[config.mk]
export PLATFORM = sky130hd
export DESIGN_NAME = gnrl_skid_buf
export DESIGN_NICKNAME = d
export VERILOG_FILES = /design/src/rtl/gnrl_skid_buf_pkg.sv /design/src/rtl/sirv_gnrl_dffl.sv /design/src/rtl/gnrl_skid_buf.sv
export SDC_FILE = /design/constraint.sdc
export NUM_CORES = 1
export LEC_CHECK = 0
export BUFFER_PORTS_ARGS = -buffer_cell sky130_fd_sc_hd__buf_4
export CORE_UTILIZATION = 50
export DETAILED_ROUTE_END_ITERATION = 8
export HOLD_SLACK_MARGIN = 0.12
export PLACE_DENSITY_LB_ADDON = 0.08
export SKIP_LAST_GASP = 1
export SYNTH_ARGS = -nofsm -noshare
export SYNTH_HDL_FRONTEND = slang
export SYNTH_HIERARCHICAL = 1
export SYNTH_SLANG_ARGS = --single-unit
[constraint.sdc]
create_clock -name clk -period 4 [get_ports clk]
set_input_delay 0.2 -clock clk [delete_from_list [all_inputs] [get_ports clk]]
set_output_delay 0.2 -clock clk [all_outputs]
set_load 0.01 [all_outputs]
[src/rtl/gnrl_skid_buf_pkg.sv]
// Shared types and constants for the skid buffer: FSM encoding and stall counter width.
// Used by gnrl_skid_buf; the counter helper is only referenced under GNRL_SKID_STALL_CNT_EN.
package gnrl_skid_buf_pkg;

   localparam int unsigned StallCntW = 16;

   typedef enum logic [1:0] {
      StEmpty = 2'd0,
      StBusy  = 2'd1,
      StFull  = 2'd2
   } skid_state_e;

   // Saturating increment; the counter sticks at all-ones instead of wrapping.
   function automatic logic [StallCntW-1:0] stall_sat_inc(input logic [StallCntW-1:0] v);
      return (&v) ? v : v + StallCntW'(1);
   endfunction

endpackage

[src/rtl/sirv_gnrl_dffl.sv]
// Load-enabled D flip-flop bank without reset, used for un-reset payload storage.
module sirv_gnrl_dffl #(
   parameter int unsigned DW = 32
) (
   input  logic          clk,
   input  logic          lden,
   input  logic [DW-1:0] dnxt,
   output logic [DW-1:0] qout
);

   logic [DW-1:0] qout_q;

   always_ff @(posedge clk) begin
      if (lden) begin
         qout_q <= dnxt;
      end
   end

   assign qout = qout_q;

endmodule

[src/rtl/gnrl_skid_buf.sv]
// Two-entry valid/ready skid buffer with registered i_rdy and o_dat (main + skid registers).
// Optional stall cycle counter port enabled by defining GNRL_SKID_STALL_CNT_EN.
module gnrl_skid_buf
   import gnrl_skid_buf_pkg::*;
#(
   parameter int unsigned DW = 32
) (
   input  logic                 clk,
   input  logic                 reset,
   input  logic                 i_vld,
   output logic                 i_rdy,
   input  logic [DW-1:0]        i_dat,
   output logic                 o_vld,
   input  logic                 o_rdy,
`ifdef GNRL_SKID_STALL_CNT_EN
   output logic [StallCntW-1:0] stall_cnt,
`endif
   output logic [DW-1:0]        o_dat
);

   skid_state_e   state_q, state_d;
   logic          rdy_q;
   logic          main_ld, skid_ld, main_sel_skid;
   logic [DW-1:0] main_nxt, main_q, skid_q;

   // State register; i_rdy is registered from the next state so it never sees o_rdy combinationally.
   always_ff @(posedge clk or posedge reset) begin
      if (reset) begin
         state_q <= StEmpty;
         rdy_q   <= 1'b1;
      end else begin
         state_q <= state_d;
         rdy_q   <= (state_d != StFull);
      end
   end

   always_comb begin
      state_d = state_q;
      unique case (state_q)
         StEmpty: begin
            if (i_vld) state_d = StBusy;
         end
         StBusy: begin
            if (i_vld && !o_rdy)      state_d = StFull;
            else if (!i_vld && o_rdy) state_d = StEmpty;
         end
         StFull: begin
            if (o_rdy) state_d = StBusy;
         end
         default: state_d = StEmpty;
      endcase
   end

   always_comb begin
      main_ld       = 1'b0;
      skid_ld       = 1'b0;
      main_sel_skid = 1'b0;
      o_vld         = (state_q != StEmpty);
      unique case (state_q)
         StEmpty: begin
            main_ld = i_vld;
         end
         StBusy: begin
            main_ld = i_vld && o_rdy;
            skid_ld = i_vld && !o_rdy;
         end
         StFull: begin
            main_ld       = o_rdy;
            main_sel_skid = 1'b1;
         end
         default: ;
      endcase
   end

   assign i_rdy    = rdy_q;
   assign main_nxt = main_sel_skid ? skid_q : i_dat;
   assign o_dat    = main_q;

   sirv_gnrl_dffl #(
      .DW (DW)
   ) u_main (
      .clk  (clk),
      .lden (main_ld),
      .dnxt (main_nxt),
      .qout (main_q)
   );

   sirv_gnrl_dffl #(
      .DW (DW)
   ) u_skid (
      .clk  (clk),
      .lden (skid_ld),
      .dnxt (i_dat),
      .qout (skid_q)
   );

`ifdef GNRL_SKID_STALL_CNT_EN
   logic [StallCntW-1:0] stall_cnt_q;

   always_ff @(posedge clk or posedge reset) begin
      if (reset) begin
         stall_cnt_q <= '0;
      end else if (o_vld && !o_rdy) begin
         stall_cnt_q <= stall_sat_inc(stall_cnt_q);
      end
   end

   assign stall_cnt = stall_cnt_q;
`endif

endmodule

Word level (Yosys, flattened, before mapping)
Index checks and enable logic that the tools add are counted.

word-level totals
  register bits = 67
  bits in latches = 0
  RAM bits = 0
  bits in read-only memories = 0
  input bits = 36
  output and inout bits = 34
  word-level logic and storage cells = 23
  memories = 0

cells by class
  $add $sub $neg = 0
  $mul = 0
  div/mod/pow operators = 0
  $lt $le $gt $ge = 0
  equal/unequal tests = 3
  shift-type cells = 0
  multiplexer cells = 9
  bitwise logic cells = 0
  reduce and logical (&&, ||, !) cells = 7

operators with widths
  cell                                                             number
  32-bit two-way mux                                               1
  2-bit two-way mux                                                4
  2-bit one-hot mux with 3 select lines                            1
  1-bit logical AND                                                3
  1-bit one-hot mux with 3 select lines                            1
  2-bit by 1-bit == test with 1-bit output, second input constant  1
  2-bit == test, second input constant                             1
  1-bit zero test                                                  2
  2-bit zero test                                                  1
  1-bit two-way mux                                                2
  2-bit inequality test, second input constant                     1
  2-bit nonzero test                                               1

Longest topological paths before layout
Gate-level depths: netlist of run 1.

  depth after elaboration = 6
  mapped depth = 4
  gate-level depth less buffers = 2

Modules after synthesis
The synthesis of run 1 kept the hierarchy.

modules (own cells, without submodules)
  module          times used  cells an instance  area an instance (um^2)  sequential area each (um^2)
  sirv_gnrl_dffl  2           32                 960.9                    960.9
  gnrl_skid_buf   1           51                 701.9                    76.3

Worst setup path before layout of run 1
OpenSTA, ideal clock, no wires.

  path kind = reg-to-reg
  from = reg state_q[1]
  to = reg u_main.qout_q[0] (netlist: u_main/qout[0]), enable pin
  library setup time = 0.466 ns
  data arrival time = 2.837 ns
  data required time = 3.534 ns
  setup slack = 0.697 ns
  stages on the path, launching flop included = 3
  buffers on the path = 0
  clock period less this slack = 3.303 ns
  cell sequence = dfrtp_1 mux2i_1 o21ai_0

on the way
  word-level cells in the longest chain between the ends = 2
  elaborated cells between the ends (all ways) = 4
  those cells by class = eq/ne: 2; mux: 1; reduce/logical: 1

ends and longest elaborated chain
  what                                       RTL line              RTL
  start, declared                            gnrl_skid_buf.sv:21   skid_state_e state_q, state_d;
  start signal, assigned                     gnrl_skid_buf.sv:29   state_q <= StEmpty;
  start signal, assigned                     gnrl_skid_buf.sv:32   state_q <= state_d;
  2-bit == test (tied with other cells)      gnrl_skid_buf.sv:59   unique case (state_q)
  1-bit one-hot mux with 3 select lines (*)  gnrl_skid_buf.sv:59
  net main_ld                                gnrl_skid_buf.sv:23   logic main_ld, skid_ld, main_sel_skid;
  end signal, assigned                       sirv_gnrl_dffl.sv:15  qout_q <= dnxt;
  end, declared                              sirv_gnrl_dffl.sv:11  logic [DW-1:0] qout_q;

The timed path passes the listed nets; every way through them passes the cells marked *.
A chain may end at the register's enable or synchronous reset.

Final worst setup path of run 1
  from = reg state_q[0]
  to = reg u_main.qout_q[2] (netlist: u_main/qout[2]) (data pin)

on the way
  word-level cells in the longest chain between the ends = 3

ends and longest elaborated chain
  what                RTL line             RTL
  2-bit == test       gnrl_skid_buf.sv:59
  1-bit two-way mux   gnrl_skid_buf.sv:59
  32-bit two-way mux  gnrl_skid_buf.sv:76  assign main_nxt = main_sel_skid ? skid_q : i_dat;
  net main_nxt[2]     gnrl_skid_buf.sv:24  logic [DW-1:0] main_nxt, main_q, skid_q;

The timed path passes the listed nets, and every way through them passes these cells.

==> summary.txt, run 1 <==
status: finished, final reports clean
Placement Cell Area: 3170 sq um
clk sinks: 67
Ys Warns: 6
GR Util met1: 21.0%
# rows: 26
Hold/Removal Path Class: input port to flip-flop
Power Density: 431 nW/um^2
critical path class: flip-flop to flip-flop
max-slew headroom at the worst pin: 23.4%
Final Max Tran Viols: 0
Die Area: 5540 sq um
Power, Total: 1.58 mW
cell area after layout: 3660 sq um
# Max-Cap Violations: 0
Post-Syn Nets: 151
Startpoint Class: flip-flop
Least-Margin Pin Slew: 1.15 ns
post-synthesis register bit count: 67
Hold Path Stages: 3
Pre-Repair DR Iteration Count: 4
critical path required time: 4.07 ns
Ports: 70
Final period util: 52.4%
largest net degree at the start of global routing: 35
RSZ-0062 raised after global routing: false
vias per cell: 4.73
Post-Syn Instances: 115
Synth Area per Inst: 22.8 sq um
n_diodes: 0
CTS H-tree lvls: 3
wire length per cell: 15.3 um
grt ovf: 0
setup TNS: 0 ns
vias in the first global route: 1507
postcts setup bufs: 0
fmax: 478 MHz
Fill cells: 346
Fin. Hold Viols: 0
Clock Latency Late Sink: 0.33 ns
endpoints failing setup: 0
Seq/Total Area, Yosys: 76.2%
Total GRT Usage: 18.1%
commonest non-fill, non-tap cells in the layout: buf_4 (69), edfxtp_1 (64), dlygate4sd3_1 (34), mux2_4 (28), clkbuf_8 (9)
Core Area: 5070 sq um
Worst Setup End Kind: flip-flop
largest cells by area after synthesis: edfxtp_1 (73%), mux2_4 (16%), buf_12 (2.3%)
PortBufs: 69
drt drc: 0
fin cells: 298
Routability Congestion: 0.656
number of buffers created by CTS: 9
post-synth top area share: 73.2%
DP Cell Count: 250
Global Route met3 Usage: 5.01%
Unique masters post-synth: 18
clock period minus worst slack: 2.09 ns
clock transition at the registers of the reported paths: 0.06 ns
Post-DP HPWL: 2.72 mm
share of cells above drive strength 1: 51.3%
chip height: 74.4 um
Root Buffer: clkbuf_8
gr busiest metal: met2
Mapped Area: 2620 sq um
routed vias: 1409
final core utilization: 72.1%
drt initial violations: 72
LEAKAGE: 1.50 nW
crit path DAT: 2.16 ns
dominant cell type by area after synthesis: edfxtp_1
post-route ant nets: 0
TritonCTS clock tree: done
nets: 261
initial core utilization: 51.7%
grt met2 use: 30.1%
Total Routed Length: 4.55 mm
initial antenna violation count: 0
clock skew: 0.00801 ns
Die W: 74.4 um
crit-path max FO: 34
maximum VDD drop: 0.247 mV
commonest non-fill, non-tap cell in the layout: buf_4
P&R area growth vs syn: 39.5%
Worst Reg-to-Reg Cells: 2
first-pass GRT wire length: 7.03 mm
Longest Clk Path Bufs: 2
[report_power, final]
group          internal, mW  switching (mW)
clock                 0.213           0.227
sequential            0.854          0.0222
combinational         0.152           0.112
total                  1.22           0.361
[final timing paths]
kind,from,to,slack (ns)
worst max-delay path,state_q[0],u_main/qout[2],1.91
worst min-delay path,i_vld,state_q[1],0.23
worst max register to register,state_q[0],u_main/qout[2],1.91
worst min register to register,u_skid/qout[24],u_main/qout[24],0.54
max in group asynchronous,reset,i_rdy,3.49
min in group asynchronous,reset,state_q[0],0.30
[final cells by class]
cell class | instances | area, sq um | area share [%]
sequential | 67 | 2000 | 54.6
timing repair buffer | 103 | 858 | 23.5
multi-input combinational | 43 | 564 | 15.4
clock buffer | 10 | 128 | 3.49
tap | 70 | 87.6 | 2.39
clock inverter | 4 | 20.0 | 0.547
inverter | 1 | 3.75 | 0.103
[through the flow]
step	worst slack [ns]	hold slack (ns)
finish	1.91	0.225
floorplan	0.697	-0.0471
detailed placement	1.88	0.0817
global route	1.77	0.252
global placement	1.99	0.0712
CTS	1.88	0.205
[cell families after synthesis]
logic type / Yosys count / synth area share [%]
AO/OA/AOI/OAI: 4 / 0.954
buffers and inverters: 5 / 2.86
flip-flops: 67 / 76.2
multiplexers: 33 / 18.1
AND/OR/NAND/NOR: 6 / 1.91
[worst max-delay path: stages (launching register included)]
cell and delay (ns):
dfrtp_1 0.47, nand2b_2 0.95, mux2_2 0.42
[Yosys cell counts]
| cell type | n |
|---|---|
| mux2i_1 | 1 |
| or4b_1 | 1 |
| o211ai_1 | 1 |
| o21ai_0 | 1 |
| buf_6 | 1 |
| a21oi_1 | 1 |
| buf_12 | 3 |
| a21o_1 | 1 |
| mux2_2 | 4 |
| edfxtp_1 | 64 |
| inv_1 | 1 |
| or2_2 | 1 |
| dfstp_2 | 1 |
| nand3b_1 | 2 |
| nand2b_1 | 1 |
| mux2_4 | 28 |
| dfrtp_1 | 2 |
| and4bb_2 | 1 |
[routing by layer]
metal / share of wire, % / routed length (um) / vias up
met5: 0 / 0 / -
met4: 1.5 / 67 / 0
met3: 4.6 / 210 / 7
met2: 52 / 2380 / 44
met1: 41 / 1890 / 684
li1: - / - / 674
[state kept, by name, indices dropped and copies added, names as in the netlist]
signal       count
i_rdy            1
state_q          2
u_main/qout     32
u_skid/qout     32
[repair_timing]
| action | CTS | global route |
|---|---|---|
| resized for setup | 0 | 0 |
| endpoints found under the hold margin | 37 | 0 |
| hold buffers | 34 | 0 |
No activity file was read; power rests on OpenSTA's default activity.
==> run 2, diff against run 1 <==
Settings changed: CORE_UTILIZATION 50 to 47.
Clock period 4 ns to 1.9 ns, I/O delays scaled along.
==> summary.txt, run 2 (synthesis gave the netlist of run 1 again) <==
CTS H-tree lvls: 3 (unchanged)
endpoints failing setup: 0 (unchanged)
# rows: 26 (unchanged)
Die W: 76.7 um (+3.1%)
Hold/Removal Path Class: input port to flip-flop
Clock Latency Late Sink: 0.34 ns (about the same)
Routability Congestion: 0.721 (+9.9%)
Least-Margin Pin Slew: 0.368 ns (-0.780 ns)
Buf/Inv on CP: 2 (+2)
Power Density: 939 nW/um^2 (+120%)
initial antenna violation count: 0 (unchanged)
grt ovf: 0 (unchanged)
# Max-Cap Violations: 0 (unchanged)
critical path required time: 2.11 ns (-1.96 ns)
share of cells above drive strength 1: 52.7% (+1.4 points)
maximum VDD drop: 0.537 mV (+120%)
Final period util: 86.9% (+35 points)
post-route ant nets: 0 (unchanged)
clock skew: 0.00675 ns (-0.00126 ns)
initial core utilization: 50.1% (-1.6 points)
Total Routed Length: 4.83 mm (+6.3%)
Hold WS: 0.159 ns (-0.0660 ns)
Pre-Repair DR Iteration Count: 4 (unchanged)
Final Max Tran Viols: 0 (unchanged)
clk sinks: 67 (unchanged)
Fill cells: 344 (-0.58%)
crit path DAT: 1.87 ns (-0.29 ns)
CP max stage delay: 0.56 ns (-0.39 ns)
commonest non-fill, non-tap cells in the layout: buf_4 (74), edfxtp_1 (64), dlygate4sd3_1 (35), mux2_4 (28), clkbuf_8 (9)
Power, Total: 3.53 mW (+120%)
Crit path max-delay family: buffers and inverters
Post-DP HPWL: 3.13 mm (+15%)
drt initial violations: 55 (-24%)
max-slew headroom at the worst pin: 74.7% (+51 points)
PortBufs: 69 (unchanged)
Ports: 70 (unchanged)
setup TNS: 0 ns (unchanged)
Startpoint Class: flip-flop
Longest Clk Path Bufs: 2 (unchanged)
largest net degree at the start of global routing: 24 (-31%)
number of buffers created by CTS: 9 (unchanged)
commonest non-fill, non-tap cell in the layout: buf_4
Fin. Hold Viols: 0 (unchanged)
P&R area growth vs syn: 43.4%
Slowest-stage cell, CP: dlygate4sd3_1
first-pass GRT wire length: 7.71 mm (+9.6%)
cell area after layout: 3760 sq um (+2.8%)
Placement Cell Area: 3230 sq um (+1.8%)
RSZ-0062 raised after global routing: false
vias in the first global route: 1645 (+9.2%)
LEAKAGE: 1.56 nW (+4.2%)
crit-path cells: nand2b_2, buf_12, a21oi_1, dlygate4sd3_1
n_diodes: 0 (unchanged)
crit-path max FO: 23 (-32%)
status: finished, final reports clean
nets: 268 (+2.7%)
wire length per cell: 15.7 um (+3.2%)
clock period minus worst slack: 1.65 ns (-0.443 ns)
critical path class: flip-flop to flip-flop
postcts setup bufs: 0 (unchanged)
chip height: 76.7 um (+3.1%)
fin cells: 307 (+3.0%)
clock transition at the registers of the reported paths: 0.07 ns (about the same)
vias per cell: 4.78 (+1.1%)
Root Buffer: clkbuf_8
TritonCTS clock tree: done
routed vias: 1467 (+4.1%)
Die Area: 5890 sq um (+6.2%)
drt drc: 0 (unchanged)
fmax: 606 MHz (+27%)
Core Area: 5240 sq um (+3.2%)
DP Cell Count: 256 (+2.4%)
Total GRT Usage: 17.9% (-0.25 points)
Worst Setup End Kind: flip-flop
==> run 2: cell count changes in the layout (fill, tap and decap cells not counted), sizes merged <==
cell / delta
buf: +6
bufinv: +1
clkinv: +2
clkinvlp: -1
dlygate4sd3: +1
==> run 2: worst paths after layout <==
| path | slack, ns | startpoint | to | cells after the start |
|---|---|---|---|---|
| setup / recovery | 0.25 | state_q[0] | state_q[1] | 4 |
| hold / removal | 0.16 | i_vld | state_q[0] | 3 |
| setup reg to reg | 0.25 | state_q[0] | state_q[1] | 4 |
| hold reg to reg | 0.55 | u_skid/qout[19] | u_main/qout[19] | 1 |
| max in group asynchronous | 1.50 | reset | i_rdy | 3 |
| min in group asynchronous | 0.19 | reset | state_q[0] | 3 |
==> run 2: per-stage QoR <==
stage	util [%]	worst slack (ns)
2_1_floorplan	-	0.0628
3_3_place_gp	61.7	0.457
3_5_place_dp	61.7	0.365
4_1_cts	71.9	0.255
5_1_grt	71.9	0.193
6_report	71.9	0.249
==> run 2: power breakdown <==
part / internal [mW] / switching (mW)
Sequential: 1.79 / 0.0507
Clock: 0.595 / 0.511
Combinational: 0.337 / 0.246
==> run 2: what timing repair did <==
item / 4_1_cts / 5_1_grt
hold endpoints to repair: 69 / 0
hold buffers: 35 / 0
resized for setup: 0 / 0
==> run 2: worst register-to-register path, stage by stage, from the launching register on <==
cell and delay, ns:
dfrtp_1 0.47, nand2b_2 0.21, buf_12 0.22, a21oi_1 0.09, dlygate4sd3_1 0.56
==> run 2: metal layers <==
metal	wire, um	vias up	global-route usage, %
li1	-	687	-
met1	2000	717	20.5
met2	2510	50	30.4
met3	217	13	4.40
met4	106	0	10.2
met5	0	-	0
==> run 2: final cells by class <==
type,instances,area (sq um),share of cell area [%]
well taps,70,87.6,2.33
clock inverters,6,56.3,1.50
inverters,1,3.75,0.0997
multi-input cells,43,564,15.0
clock buffers,10,128,3.39
flip-flops and latches,67,2000,53.1
repair buffers,110,926,24.6
